File: config.mk
export PLATFORM = sky130hd
export DESIGN_NAME = serial_xnor_frame_cmp
export DESIGN_NICKNAME = d
export VERILOG_FILES = /design/src/rtl/serial_xnor_frame_cmp.sv
export SDC_FILE = /design/constraint.sdc
export NUM_CORES = 1
export LEC_CHECK = 0
export BUFFER_PORTS_ARGS = -buffer_cell sky130_fd_sc_hd__buf_2
export CAP_MARGIN = 25
export CORE_MARGIN = 2
export CORE_UTILIZATION = 50
export DETAILED_ROUTE_END_ITERATION = 12
export PLACE_DENSITY_LB_ADDON = 0.25
export SYNTH_ARGS = -nofsm -noshare
export SYNTH_HDL_FRONTEND = slang
export SYNTH_SLANG_ARGS = --single-unit
export TNS_END_PERCENT = 10
File: constraint.sdc
create_clock -name clk -period 4.6 [get_ports clk]
set_clock_uncertainty 0.1 [all_clocks]
set_input_delay 0.92 -clock clk [delete_from_list [all_inputs] [get_ports clk]]
set_output_delay 0.92 -clock clk [all_outputs]
set_load 0.05 [all_outputs]
File: src/rtl/serial_xnor_frame_cmp.sv
// Serial bit-pair XNOR comparator: gathers FRAME_LEN equality results into a frame and
// hands out a verdict over valid/ready. Optional sticky error flag under XNOR_CMP_STICKY_EN.
module serial_xnor_frame_cmp #(
  parameter int FRAME_LEN = 8,
  parameter int ERR_W     = 4
) (
  input  logic                 clk,
  input  logic                 rst,
  input  logic                 in_valid,
  input  logic                 a_bit,
  input  logic                 b_bit,
  output logic                 in_ready,
  output logic                 out_valid,
  input  logic                 out_ready,
  output logic                 out_match,
  output logic [ERR_W-1:0]     out_err_cnt,
  output logic [FRAME_LEN-1:0] out_eq_bits
`ifdef XNOR_CMP_STICKY_EN
  ,
  input  logic                 sticky_clr,
  output logic                 err_sticky
`endif
);

  localparam int IDX_W = (FRAME_LEN > 1) ? $clog2(FRAME_LEN) : 1;
  localparam logic [IDX_W-1:0] LAST_IDX = IDX_W'(FRAME_LEN - 1);

  typedef enum logic {
    COLLECT = 1'b0,
    HOLD    = 1'b1
  } state_t;

  state_t               state_reg;
  logic [IDX_W-1:0]     idx_reg;
  logic [ERR_W-1:0]     err_reg;
  logic [FRAME_LEN-1:0] vec_reg;
  logic                 in_ready_reg;
  logic                 out_valid_reg;
  logic                 out_match_reg;
  logic [ERR_W-1:0]     out_err_cnt_reg;
  logic [FRAME_LEN-1:0] out_eq_bits_reg;

  logic                 eq;
  logic                 accept;
  logic                 last_beat;
  logic [ERR_W-1:0]     err_next;
  logic [FRAME_LEN-1:0] vec_next;

  assign eq        = ~(a_bit ^ b_bit);
  assign accept    = in_valid && in_ready_reg;
  assign last_beat = accept && (idx_reg == LAST_IDX);
  assign err_next  = err_reg + {{(ERR_W-1){1'b0}}, ~eq};

  // Working vector with the current beat merged in, so the final beat lands in the verdict.
  genvar gi;
  generate
    for (gi = 0; gi < FRAME_LEN; gi++) begin : g_vec
      assign vec_next[gi] = (idx_reg == IDX_W'(gi)) ? eq : vec_reg[gi];
    end
  endgenerate

  always_ff @(posedge clk) begin
    if (rst) begin
      state_reg       <= COLLECT;
      idx_reg         <= '0;
      err_reg         <= '0;
      vec_reg         <= '0;
      in_ready_reg    <= 1'b1;
      out_valid_reg   <= 1'b0;
      out_match_reg   <= 1'b0;
      out_err_cnt_reg <= '0;
      out_eq_bits_reg <= '0;
    end else begin
      case (state_reg)
        COLLECT: begin
          if (accept) begin
            vec_reg <= vec_next;
            if (last_beat) begin
              state_reg       <= HOLD;
              in_ready_reg    <= 1'b0;
              out_valid_reg   <= 1'b1;
              out_eq_bits_reg <= vec_next;
              out_err_cnt_reg <= err_next;
              out_match_reg   <= (err_next == '0);
            end else begin
              idx_reg <= idx_reg + 1'b1;
              err_reg <= err_next;
            end
          end
        end
        HOLD: begin
          // Input beats are ignored here; only the output handshake moves us on.
          if (out_ready) begin
            state_reg     <= COLLECT;
            in_ready_reg  <= 1'b1;
            out_valid_reg <= 1'b0;
            idx_reg       <= '0;
            err_reg       <= '0;
          end
        end
        default: state_reg <= COLLECT;
      endcase
    end
  end

`ifdef XNOR_CMP_STICKY_EN
  logic err_sticky_reg;

  // A mismatch verdict loading on the same edge as a clear keeps the flag set.
  always_ff @(posedge clk) begin
    if (rst) begin
      err_sticky_reg <= 1'b0;
    end else if (last_beat && (err_next != '0)) begin
      err_sticky_reg <= 1'b1;
    end else if (sticky_clr) begin
      err_sticky_reg <= 1'b0;
    end
  end

  assign err_sticky = err_sticky_reg;
`endif

  assign in_ready    = in_ready_reg;
  assign out_valid   = out_valid_reg;
  assign out_match   = out_match_reg;
  assign out_err_cnt = out_err_cnt_reg;
  assign out_eq_bits = out_eq_bits_reg;

endmodule

==> impl_metrics.py <==
metrics = {
    "routing": {
        "vias_per_cell": 5.71,
        "wl_per_cell_um": 13.4,
        "drt-pass1-iter-count": 4,
        "first_iter_violations": 56,
        "drt-total-wl_um": 2800,
        "vias": 1187,
        "antenna_left": 0,
        "drc": 0,
    },
    "global_routing": {
        "grt_usage_pct": 18.3,
        "first_global_vias": 1044,
        "grt_pass1_wl_um": 4700,
        "grt_max_degree": 34,
        "antenna_found_initial": 0,
        "grt.overflow.total": 0,
    },
    "die": {
        "std_cell_rows": 19,
        "die-area_um2": 3400,
        "dieHeight_um": 58.3,
        "coreArea_um2": 2780,
        "ios": 21,
        "die_w_um": 58.3,
        "start_util_pct": 53.0,
    },
    "critical_path": {
        "cp.required_ns": 4.74,
        "crit_family": "XOR/XNOR gates",
        "crit_path_cell_trace": "buf_2, xnor2_1, inv_1, ha_1, ha_1, xor2_1, nor2_1, a31o_2",
        "cp_max_fo": 11,
        "critPathLaunchType": "input pin",
        "crit_path_max_incr_delay_ns": 0.68,
        "cp.arrival_ns": 2.71,
        "path_depth": 8,
        "path_buf_inv": 2,
        "crit_slowest_cell": "xnor2_1",
        "path_class": "in2reg",
        "endpoint_kind": "flip-flop",
        "rr_worst_depth": 5,
        "crit_path_frequent_cell": "ha_1",
    },
    "yosys": {
        "synth-edff-count": 0,
        "yosys.area.top_type_share_pct": 40.7,
        "synth-seq-cells": 30,
        "yosysSeqAreaShare_pct": 40.7,
        "ys_types": 35,
        "syn_inst": 158,
        "syn-num-nets": 172,
        "ys.flop_type": "dfxtp_1",
        "yosys.area.top_type": "dfxtp_1",
        "syn_area_um2": 1480,
        "synthTopCellsByArea": "dfxtp_1, ha_1, mux2i_1",
        "synth.avg_cell_area_um2": 9.34,
        "ys_warn_count": 0,
        "ys_async_sr_fraction_pct": 0,
    },
    "clock_network": {
        "cts_tree": "built",
        "htreeDepth": 2,
        "ctsHoldBuffers": 0,
        "cts_made_buffers": 5,
        "cts_num_sinks": 30,
        "cts.clk_slew.worst_paths_ns": 0.10,
        "clk_latency_ns": 0.33,
        "post_cts_resized": 0,
        "post_cts_buffers": 0,
        "clockRootBuffer": "clkbuf_4",
        "clockBufferDepth": 2,
    },
    "sta": {
        "finalCritPeriodShare_pct": 56.0,
        "worst_pin_slew_ns": 0.847,
        "hold_viol": 0,
        "fin_crit_ns": 2.58,
        "finalSetupViolCount": 0,
        "hold_slack_ns": 0.359,
        "fin_tns_setup_ns": 0,
        "slew_violations": 0,
        "max_freq_mhz": 388,
        "max-slew-margin-rel_pct": 43.2,
        "rsz0062_at_grt": "false",
    },
    "min_path": {
        "hp-class": "reg2reg",
        "hold_depth": 2,
    },
    "placed_design": {
        "placed_cells": 200,
        "place_hpwl_um": 2070,
        "place_congestion": 0.838,
        "numPortBuffers": 20,
    },
    "final_layout": {
        "largest_register_ff_count": 8,
        "final_common_cell": "dfxtp_1",
        "final_core_util_pct": 59.0,
        "stdcell_count": 208,
        "area_growth_pct": 11.2,
        "diodes": 0,
        "drive_gt1_share_pct": 20.3,
        "final_nets": 190,
        "final_cell_mix": "dfxtp_1, buf_2, nand2_1",
    },
    "pwr": {
        "vdd_drop_max_uv": 300,
        "pwr_density_cell_nw_per_um2": 316,
        "p_leak_uw": 0.000673,
    },
    "run": {
        "drv_cap": 0,
    },
    "outcome": {
        "run_status": "complete, no violations",
    },
}
kinds of logic (layout without fill, tap and decap cells):
logic type / Yosys count / count (layout) / share of synthesized area (%)
adders and majority gates: 8 / 8 / 6.79
xor gates and xnor gates: 4 / 4 / 2.38
AOI/OAI and AO/OA: 28 / 28 / 13.4
DFF: 30 / 30 / 40.7
and+or+nand+nor: 65 / 65 / 25.4
buffers and inverters: 13 / 32 / 4.49
muxes: 10 / 10 / 6.79
final cells by class:
| cell class | instances | area, um^2 |
|---|---|---|
| Fill cell | 267 | 1140 |
| Multi-Input combinational cell | 115 | 808 |
| Sequential cell | 30 | 601 |
| Timing Repair Buffer | 20 | 100 |
| Clock inverter | 3 | 40.0 |
| Tap cell | 31 | 38.8 |
| Clock buffer | 5 | 37.5 |
| Inverter | 4 | 15.0 |
cell usage after synthesis, types with 2 or more instances:
cell type / instances
a211oi_1: 6
a21boi_0: 3
a21oi_1: 8
a311oi_1: 3
a31oi_1: 3
and4bb_2: 2
buf_2: 2
buf_4: 2
clkbuf_1: 4
dfxtp_1: 30
ha_1: 8
inv_1: 4
mux2i_1: 10
nand2_1: 14
nand2b_1: 9
nand3_1: 7
nand3b_1: 4
nand4b_1: 2
nor2_1: 11
nor2b_1: 3
nor3_1: 5
or3_1: 3
xnor2_1: 2
xor2_1: 2
where the power goes:
| group | leakage, uW | internal, uW | switching (uW) |
|---|---|---|---|
| logic | 0.000386 | 18.1 | 27.1 |
| clock network | 0.0000450 | 112 | 91.4 |
| registers | 0.000242 | 264 | 4.53 |
worst register-to-register path: cells and delay by family, from the launching register on:
family                     cells  cell delay (ns)
DFF                            1             0.35
and+or+nand+nor                2             0.88
AOI/OAI and AO/OA              1             0.16
adders and majority gates      2             0.47
through the flow:
step | cell area, um^2 | worst slack, ns | total power, uW
6_report | 1640 | 2.02 | 518
5_1_grt | 1640 | 1.90 | 538
4_1_cts | 1640 | 2.04 | 522
3_5_place_dp | 1560 | 1.67 | 320
3_3_place_gp | 1560 | 1.76 | 319
2_1_floorplan | 1480 | 2.28 | 309
path summary, 6_finish.rpt:
check             slack [ns]                         from                           to
setup / recovery        2.02                        b_bit       out_match$_SDFFE_PP0P_
hold / removal          0.36  out_err_cnt[0]$_SDFFE_PP0P_  out_err_cnt[0]$_SDFFE_PP0P_
setup reg to reg        2.57      idx_reg[0]$_SDFFE_PP0P_      idx_reg[2]$_SDFFE_PP0P_
hold reg to reg         0.36  out_err_cnt[0]$_SDFFE_PP0P_  out_err_cnt[0]$_SDFFE_PP0P_
metal layers:
metal	wire (um)	global-route usage (%)	up-vias
met4	41	7.64	0
met2	1240	27.6	30
met1	1360	23.6	546
met5	0	0	-
li1	-	-	605
met3	154	6.81	6
Power figures use the tool's default switching activity.
